`config.mk`:
```
export PLATFORM = sky130hd
export DESIGN_NAME = mpsk_modulator_flat
export DESIGN_NICKNAME = d
export VERILOG_FILES = /design/src/rtl/mpsk_modulator_if.sv /design/src/rtl/mpsk_modulator.sv /design/src/flat_wrapper.sv
export SDC_FILE = /design/constraint.sdc
export NUM_CORES = 1
export LEC_CHECK = 0
export ABC_AREA = 1
export BUFFER_PORTS_ARGS = -buffer_cell sky130_fd_sc_hd__buf_2
export CAP_MARGIN = 10
export CORE_ASPECT_RATIO = 1.5
export CORE_MARGIN = 5
export CORE_UTILIZATION = 35
export DETAILED_ROUTE_END_ITERATION = 12
export GPL_TIMING_DRIVEN = 0
export HOLD_SLACK_MARGIN = 0.05
export PLACE_DENSITY_LB_ADDON = 0.25
export SYNTH_ARGS = -nofsm -noshare
export SYNTH_HDL_FRONTEND = slang
export SYNTH_SLANG_ARGS = --single-unit
```
`constraint.sdc`:
```
create_clock -name clk -period 1.95 [get_ports clk]
set_input_delay 0.195 -clock clk [delete_from_list [all_inputs] [get_ports clk]]
set_output_delay 0.195 -clock clk [all_outputs]
set_load 0.01 [all_outputs]
```
`src/rtl/mpsk_modulator_if.sv`:
```
// Symbol handshake between the mapper/framer (master) and the PSK modulator (slave).
// sym_ready is driven by the slave and means "holding buffer empty".
interface mpsk_modulator_if #(
    parameter int PHASE_BITS = 2
);
    logic [PHASE_BITS-1:0] sym_in;
    logic                  sym_valid;
    logic                  sym_ready;

    modport master (output sym_in, output sym_valid, input sym_ready);
    modport slave  (input sym_in, input sym_valid, output sym_ready);
endinterface

```
`src/rtl/mpsk_modulator.sv`:
```
// M-ary PSK square-wave modulator: one buffered symbol selects the carrier phase,
// held for CYCLES_PER_SYM carrier periods; phase only changes at symbol boundaries.
module mpsk_modulator #(
    parameter int PHASE_BITS     = 2,
    parameter int DIV_LOG2       = 7,
    parameter int CYCLES_PER_SYM = 4,
    parameter int GRAY           = 1
) (
    input  logic                   clk,
    input  logic                   reset,
    mpsk_modulator_if.slave        sym_if,
    output logic                   dout,
    output logic                   carrier_sync,
    output logic                   sym_start,
    output logic                   busy,
    output logic                   underrun
);
    localparam int CYC_W = (CYCLES_PER_SYM > 1) ? $clog2(CYCLES_PER_SYM) : 1;
    localparam logic [DIV_LOG2-1:0] CNT_MAX  = {DIV_LOG2{1'b1}};
    localparam logic [CYC_W-1:0]    CYC_LAST = CYC_W'(CYCLES_PER_SYM - 1);

    logic [DIV_LOG2-1:0]   cnt_q, cnt_d;
    logic [CYC_W-1:0]      cyc_q, cyc_d;
    logic                  active_q, active_d;
    logic [PHASE_BITS-1:0] phase_q, phase_d;
    logic [PHASE_BITS-1:0] buf_q, buf_d;
    logic                  buf_full_q, buf_full_d;
    logic                  loaded_q, loaded_d;
    logic                  dout_q, dout_d;
    logic                  carrier_sync_q, carrier_sync_d;
    logic                  sym_start_q, sym_start_d;
    logic                  busy_q, busy_d;
    logic                  underrun_q, underrun_d;

    logic [PHASE_BITS-1:0] buf_phase;
    logic [DIV_LOG2-1:0]   phase_offset;
    logic [DIV_LOG2-1:0]   cnt_rel;
    logic                  wave;
    logic                  at_wrap;
    logic                  boundary;
    logic                  accept;

    // Gray decode: each binary bit is the XOR of all Gray bits at or above it.
    generate
        if (GRAY != 0) begin : g_gray
            for (genvar gi = 0; gi < PHASE_BITS; gi++) begin : g_bit
                assign buf_phase[gi] = ^buf_q[PHASE_BITS-1:gi];
            end
        end else begin : g_bin
            assign buf_phase = buf_q;
        end
    endgenerate

    // Phase k shifts the high half-period by k*P/M clocks; modular subtract does the wrap.
    assign phase_offset = {phase_q, {(DIV_LOG2-PHASE_BITS){1'b0}}};
    assign cnt_rel      = cnt_q - phase_offset;
    assign wave         = ~cnt_rel[DIV_LOG2-1];

    assign sym_if.sym_ready = !buf_full_q && !reset;
    assign accept   = sym_if.sym_valid && sym_if.sym_ready;
    assign at_wrap  = (cnt_q == CNT_MAX);
    assign boundary = at_wrap && (!active_q || (cyc_q == CYC_LAST));

    always_comb begin
        cnt_d          = cnt_q + 1'b1;
        cyc_d          = cyc_q;
        active_d       = active_q;
        phase_d        = phase_q;
        buf_d          = buf_q;
        buf_full_d     = buf_full_q;
        loaded_d       = 1'b0;
        underrun_d     = 1'b0;

        if (!active_q) begin
            cyc_d = '0;
        end else if (at_wrap) begin
            cyc_d = (cyc_q == CYC_LAST) ? '0 : cyc_q + CYC_W'(1);
        end

        if (accept) begin
            buf_d      = sym_if.sym_in;
            buf_full_d = 1'b1;
        end

        // An accept can never coincide with a loading boundary: ready is low while full.
        if (boundary) begin
            if (buf_full_q) begin
                phase_d    = buf_phase;
                active_d   = 1'b1;
                buf_full_d = 1'b0;
                cyc_d      = '0;
                loaded_d   = 1'b1;
            end else begin
                active_d   = 1'b0;
                underrun_d = active_q;
            end
        end

        dout_d         = active_q && wave;
        carrier_sync_d = (cnt_q == '0);
        sym_start_d    = (cnt_q == '0) && (cyc_q == '0) && active_q && loaded_q;
        busy_d         = active_q;
    end

    always_ff @(posedge clk or posedge reset) begin
        if (reset) begin
            cnt_q          <= '0;
            cyc_q          <= '0;
            active_q       <= 1'b0;
            phase_q        <= '0;
            buf_q          <= '0;
            buf_full_q     <= 1'b0;
            loaded_q       <= 1'b0;
            dout_q         <= 1'b0;
            carrier_sync_q <= 1'b0;
            sym_start_q    <= 1'b0;
            busy_q         <= 1'b0;
            underrun_q     <= 1'b0;
        end else begin
            cnt_q          <= cnt_d;
            cyc_q          <= cyc_d;
            active_q       <= active_d;
            phase_q        <= phase_d;
            buf_q          <= buf_d;
            buf_full_q     <= buf_full_d;
            loaded_q       <= loaded_d;
            dout_q         <= dout_d;
            carrier_sync_q <= carrier_sync_d;
            sym_start_q    <= sym_start_d;
            busy_q         <= busy_d;
            underrun_q     <= underrun_d;
        end
    end

    assign dout         = dout_q;
    assign carrier_sync = carrier_sync_q;
    assign sym_start    = sym_start_q;
    assign busy         = busy_q;
    assign underrun     = underrun_q;
endmodule

```
`src/flat_wrapper.sv`:
```
// flat-port wrapper written by rule: the top's interface ports become plain ports
module mpsk_modulator_flat 
#(
    parameter int PHASE_BITS     = 2,
    parameter int DIV_LOG2       = 7,
    parameter int CYCLES_PER_SYM = 4,
    parameter int GRAY           = 1
)
  (clk, reset, dout, carrier_sync, sym_start, busy, underrun, sym_if_sym_in, sym_if_sym_valid, sym_if_sym_ready);
  mpsk_modulator_if #(.PHASE_BITS(PHASE_BITS)) sym_if_i ();
  input  logic clk;
  input  logic reset;
  output logic dout;
  output logic carrier_sync;
  output logic sym_start;
  output logic busy;
  output logic underrun;
  input wire logic [$bits(sym_if_i.sym_in)-1:0] sym_if_sym_in;
  input wire logic [$bits(sym_if_i.sym_valid)-1:0] sym_if_sym_valid;
  output wire logic [$bits(sym_if_i.sym_ready)-1:0] sym_if_sym_ready;
  assign sym_if_i.sym_in = sym_if_sym_in;
  assign sym_if_i.sym_valid = sym_if_sym_valid;
  assign sym_if_sym_ready = sym_if_i.sym_ready;
  mpsk_modulator #(.PHASE_BITS(PHASE_BITS), .DIV_LOG2(DIV_LOG2), .CYCLES_PER_SYM(CYCLES_PER_SYM), .GRAY(GRAY)) u_core (.clk(clk), .reset(reset), .sym_if(sym_if_i), .dout(dout), .carrier_sync(carrier_sync), .sym_start(sym_start), .busy(busy), .underrun(underrun));
endmodule
```
==> results.yml, run 1 <==
logic_synthesis:
  synth_top_area_share_pct: 55.5
  syn_inst: 97
  yosysTopAreaCell: "dfrtp_1"
  syn_area_um2: 947
  ys_types: 18
  synth.area.top_cells: "dfrtp_1 (55%), nand2_1 (9.5%), xor2_1 (5.5%), ha_1 (5.3%), inv_1 (5.2%)"
  synth_seq_cells: 21
  synth_nets: 106
  yosysWarnings: 0
  avgSynthCellArea_um2: 9.76
  synth-seq-area-share_pct: 55.5
setup_path:
  worstPathArrival_ns: 1.45
  cp_cell_sequence: "ha_1 -> nand3_4 -> nor2_8 -> nand3_2 -> nand2_1 -> nand2_1"
  end_kind: "flip-flop"
  crit_required_ns: 2.10
  r2r_cells: 6
  critPathSlowestCell: "dfrtp_1"
  cpPeakStageDelay_ns: 0.38
  r2r-start: "u_core.cnt_q[0]$_DFF_PP0_"
  r2r_end: "u_core.phase_q[0]$_DFFE_PP0P_"
  crit_fanout: 7
  r2r_slack_ns: 0.65
  crit_top_cell: "nand2_1"
  setup.worst_path.class: "reg2reg"
  startpoint_type: "flip-flop"
sta:
  fin_crit_sh_pct: 66.7
  tightest_slew_ns: 0.802
  whs_ns: 0.0934
  fmaxAchievable_mhz: 768
  slew_viol_final: 0
  setup_viol: 0
  relSlewSlack_pct: 46.5
  rsz0062_at_grt: "no"
  min_period_ns: 1.30
  fin_skew_ns: 0.00167
  tns_ns: 0
  hold_violations: 0
global_route:
  grt_pass1_wl_um: 2730
  grt_max_degree: 22
  grt_pass1_vias: 695
  grt-ovfl-total: 0
  grt.total_usage_pct: 9.57
  antenna_found_initial: 0
clocking:
  clk_latency_ns: 0.26
  cts_setup_buffers: 0
  path_clk_slew_ns: 0.07
  cts_num_sinks: 21
  ctsResizeCount: 0
  cts_made_buffers: 3
  ctsHoldBuffers: 0
  cts-root-buf: "clkbuf_8"
  htreeDepth: 1
  clock_path_buffers: 2
  cts_tree: "done"
detailed_routing:
  drt-total-wl_um: 1510
  wl_met2_um: 747
  wl_met1_um: 672
  dr.pass1.iters: 3
  wl_per_cell_um: 10.2
  wl_met3_um: 51
  highest_layer: "met4"
  drt_iter0_drc: 2
  vias_per_cell: 4.40
  num_vias: 651
  drc: 0
  final_antenna_net_count: 0
pwr:
  clkPwrFrac_pct: 38.4
  p_per_area_nw_per_um2: 676
  p_int_mw: 0.586
  p_switching_mw: 0.149
  ir_worst_vdd_v: 0.000388
  p_comb_share_pct: 2.1
  power_switching_share_pct: 20.3
  seqPwrFrac_pct: 59.6
  p_leak_nw: 0.582
  power_mw: 0.735
floorplan:
  dieArea_um2: 3870
  core_area_um2: 2650
  boundaryPins: 11
  die_height_um: 73.7
  initial_core_util_pct: 35.8
  row_count: 23
  chipWidth_um: 52.5
min_path:
  hold_class: "in2async"
final_layout:
  ff_latch_area_um2: 526
  final_common_cell: "nand2_1"
  layout.nets: 121
  multiInputGateArea_um2: 368
  num-fill-cells: 284
  final_cell_mix: "nand2_1 (24), dfrtp_1 (21), inv_1 (13)"
  final_area_um2: 1090
  final_util_pct: 41.1
  antenna_cells: 0
  area_growth_pct: 14.9
  drive_above_1_share_pct: 18.0
place:
  dp_hpwl_um: 1130
  place_congestion: 0.731
  place_area_um2: 1040
  portBuffers: 10
status:
  outcome: "completed"
job:
  drv_cap: 0
[critical path: cells and delay by family (launching register included)]
family / cells / cell delay [ns]
flip-flops: 1 / 0.38
adder cells (fa/ha/maj): 1 / 0.24
AND/OR/NAND/NOR: 5 / 0.58
[how the worst max path moves through the flow]
stage                              start                       endpoint  slack [ns]  cells past startpoint
3_3_place_gp   u_core.cnt_q[0]$_DFF_PP0_  u_core.phase_q[0]$_DFFE_PP0P_        0.66                      6
6_report       u_core.cnt_q[0]$_DFF_PP0_  u_core.phase_q[0]$_DFFE_PP0P_        0.65                      6
2_1_floorplan  u_core.cnt_q[0]$_DFF_PP0_  u_core.phase_q[0]$_DFFE_PP0P_        0.78                      6
4_1_cts        u_core.cnt_q[0]$_DFF_PP0_  u_core.phase_q[1]$_DFFE_PP0P_        0.63                      6
5_1_grt        u_core.cnt_q[0]$_DFF_PP0_  u_core.phase_q[0]$_DFFE_PP0P_        0.52                      6
3_5_place_dp   u_core.cnt_q[0]$_DFF_PP0_      u_core.cyc_q[1]$_DFF_PP0_        0.65                      6
[sequential cells by signal (all words and copies together), names as in the netlist, 2 cells and up]
| name | cells |
|---|---|
| u_core.buf_q | 2 |
| u_core.cyc_q | 2 |
| u_core.phase_q | 2 |
| u_core.cnt_q | 7 |
[power groups by stage]
stage               clock network [mW]  logic, mW  registers [mW]
detailed placement                   0     0.0163           0.447
global placement                     0     0.0156           0.447
finish                           0.282     0.0152           0.438
CTS                              0.294     0.0162           0.438
floorplan                            0    0.00861           0.446
global route                     0.311     0.0186           0.438
[synthesized netlist by cell type]
cell      n
nand2_1  24
dfrtp_1  21
inv_1    13
nor2_1    9
xor2_1    6
ha_1      4
nand3_1   4
nor3_1    4
nand3_2   2
nand4_1   2
a21oi_1   1
a31oi_1   1
buf_2     1
nand2_2   1
nand3_4   1
nor2_8    1
o21ai_0   1
or2_4     1
[routing by layer]
metal,vias to the layer above,track usage (%)
li1,329,-
met1,306,10.0
met2,12,16.9
met3,4,1.42
met4,0,6.82
met5,-,0
[stage by stage]
| stage | worst slack [ns] | instances |
|---|---|---|
| floorplan | 0.782 | 97 |
| global placement | 0.663 | 144 |
| detailed placement | 0.648 | 144 |
| CTS | 0.632 | 148 |
| global route | 0.521 | 148 |
| finish | 0.649 | 148 |
[area by class of cell]
class                           count  share of cell area [%]
Inverter                           13                    4.48
Multi-Input combinational cell     62                    33.8
Buffer                              1                   0.460
Tap cell                           37                    4.25
Clock buffer                        4                    4.14
Sequential cell                    21                    48.3
Timing Repair Buffer               10                    4.60
[logic make-up (layout without fill, tap and decap cells)]
family	Yosys count	in the layout	share of synthesized area [%]
compound gates	3	3	1.72
xor+xnor	6	6	5.55
fa+ha+maj	4	4	5.28
buf+inv	14	28	5.68
flops	21	21	55.5
simple gates	49	49	26.3
Note: power is estimated with default switching activity, not from simulation.
==> run 2: changes to the inputs <==
Clock period 1.95 ns to 1.3 ns, I/O delays scaled along.
==> results.yml, run 2 (synthesis results as in run 1) <==
status:
  outcome: "completed"
floorplan:
  row_count: 23
  boundaryPins: 11
  core_area_um2: 2650
  die_height_um: 73.7
  chipWidth_um: 52.5
  dieArea_um2: 3870
  initial_core_util_pct: 35.8
setup_path:
  r2r_cells: 5
  end_kind: "flip-flop"
  crit_required_ns: 1.49
  crit_fanout: 5
  startpoint_type: "flip-flop"
  r2r-start: "u_core.cyc_q[0]$_DFF_PP0_"
  r2r_slack_ns: 0.07
  setup.worst_path.class: "reg2reg"
  worstPathArrival_ns: 1.42
  r2r_end: "u_core.cyc_q[1]$_DFF_PP0_"
pwr:
  ir_worst_vdd_v: 0.000589
  p_leak_nw: 0.591
  p_per_area_nw_per_um2: 988
final_layout:
  drive_above_1_share_pct: 21.2
  final_util_pct: 42.2
  final_cell_mix: "nand2_1 (24), dfrtp_1 (21), inv_1 (13)"
  final_common_cell: "nand2_1"
  largest_register: "u_core.cnt_q"
  antenna_cells: 0
  area_growth_pct: 17.8
  largest_reg_flops: 7
  layout.nets: 123
sta:
  whs_ns: 0.0362
  fin_skew_ns: 0.00120
  hold_violations: 0
  tightest_slew_ns: 0.801
  fin_crit_sh_pct: 94.2
  relSlewSlack_pct: 46.5
  fmaxAchievable_mhz: 816
  slew_viol_final: 0
  setup_viol: 0
  min_period_ns: 1.23
clocking:
  cts-root-buf: "clkbuf_8"
  cts_tree: "done"
  cts_made_buffers: 3
  path_clk_slew_ns: 0.07
  clk_latency_ns: 0.26
  htreeDepth: 1
  clock_path_buffers: 2
  ctsHoldBuffers: 0
  cts_num_sinks: 21
place:
  dp_hpwl_um: 1130
  place_congestion: 0.731
  portBuffers: 10
global_route:
  grt.total_usage_pct: 9.57
  grt_max_degree: 22
  antenna_found_initial: 0
  grt_pass1_vias: 695
  grt_pass1_wl_um: 2730
  grt-ovfl-total: 0
job:
  drv_cap: 0
detailed_routing:
  drt-total-wl_um: 1550
  wl_per_cell_um: 10.3
  drt_iter0_drc: 2
  vias_per_cell: 4.38
  num_vias: 657
  final_antenna_net_count: 0
  drc: 0
  dr.pass1.iters: 3
min_path:
  hold_class: "in2async"
==> run 2: cell count changes in the layout (fill, tap and decap cells not counted) <==
| cell | before | now |
|---|---|---|
| buf_4 | 0 | 2 |
| ha_1 | 4 | 3 |
| ha_2 | 0 | 1 |
| nand3_2 | 2 | 1 |
| nand3_4 | 1 | 2 |
| nor2_1 | 9 | 8 |
| nor2_2 | 0 | 1 |
==> run 2: critical path: stages, from the launching register on <==
cell and delay (ns):
dfrtp_1 0.41, ha_1 0.23, or2_4 0.28, nand3_4 0.09, nand2_1 0.06, nor2_1 0.09
==> run 2: metrics by stage <==
step / setup WS, ns / instances / cell area [um^2] / TNS, ns / power, mW
after global routing: -0.0161 / 150 / 1120 / -0.0161 / 1.15
after floorplan: 0.132 / 97 / 947 / 0 / 0.682
final: 0.0749 / 150 / 1120 / 0 / 1.10
after detailed placement: -0.00219 / 144 / 1040 / -0.00219 / 0.694
after global placement: 0.0135 / 144 / 1040 / 0 / 0.693
after CTS: 0.0115 / 148 / 1090 / 0 / 1.12
==> run 2: how the worst max path moves through the flow <==
stage | startpoint | end | slack (ns) | cells past startpoint
floorplan | u_core.cnt_q[0]$_DFF_PP0_ | u_core.phase_q[0]$_DFFE_PP0P_ | 0.13 | 6
global placement | u_core.cnt_q[0]$_DFF_PP0_ | u_core.phase_q[0]$_DFFE_PP0P_ | 0.01 | 6
detailed placement | u_core.cnt_q[0]$_DFF_PP0_ | u_core.cyc_q[1]$_DFF_PP0_ | -0.002 | 6
CTS | u_core.cnt_q[0]$_DFF_PP0_ | u_core.phase_q[1]$_DFFE_PP0P_ | 0.01 | 6
global route | u_core.cnt_q[0]$_DFF_PP0_ | u_core.phase_q[0]$_DFFE_PP0P_ | -0.02 | 6
finish | u_core.cyc_q[0]$_DFF_PP0_ | u_core.cyc_q[1]$_DFF_PP0_ | 0.07 | 5
==> run 2: cell type report <==
| type | instances | area (um^2) |
|---|---|---|
| fillers | 286 | 1530 |
| flip-flops and latches | 21 | 526 |
| multi-input cells | 62 | 380 |
| repair buffers | 12 | 65.1 |
| inverters | 13 | 48.8 |
| well taps | 37 | 46.3 |
| clock buffers | 4 | 45.0 |
| plain buffers | 1 | 5.00 |
==> run 2: power by group <==
group | switching (mW) | total (mW) | internal [mW]
logic | 0.0169 | 0.0231 | 0.00626
clock network | 0.204 | 0.422 | 0.218
registers | 0.00184 | 0.657 | 0.655
total | 0.223 | 1.10 | 0.879
==> run 2: per-layer routing <==
layer | track usage, % | wire length, um
met1 | 10.0 | 665
met2 | 16.9 | 789
met3 | 1.42 | 52
met4 | 6.82 | 42
met5 | 0 | 0
==> run 2: repair_timing <==
action                                  in CTS  in global routing
hold endpoints to repair                     0                  0
gates resized for setup                      1                  2
endpoints found under the setup margin       3                  4
pin swaps                                    0                  2
setup buffers                                0                  2
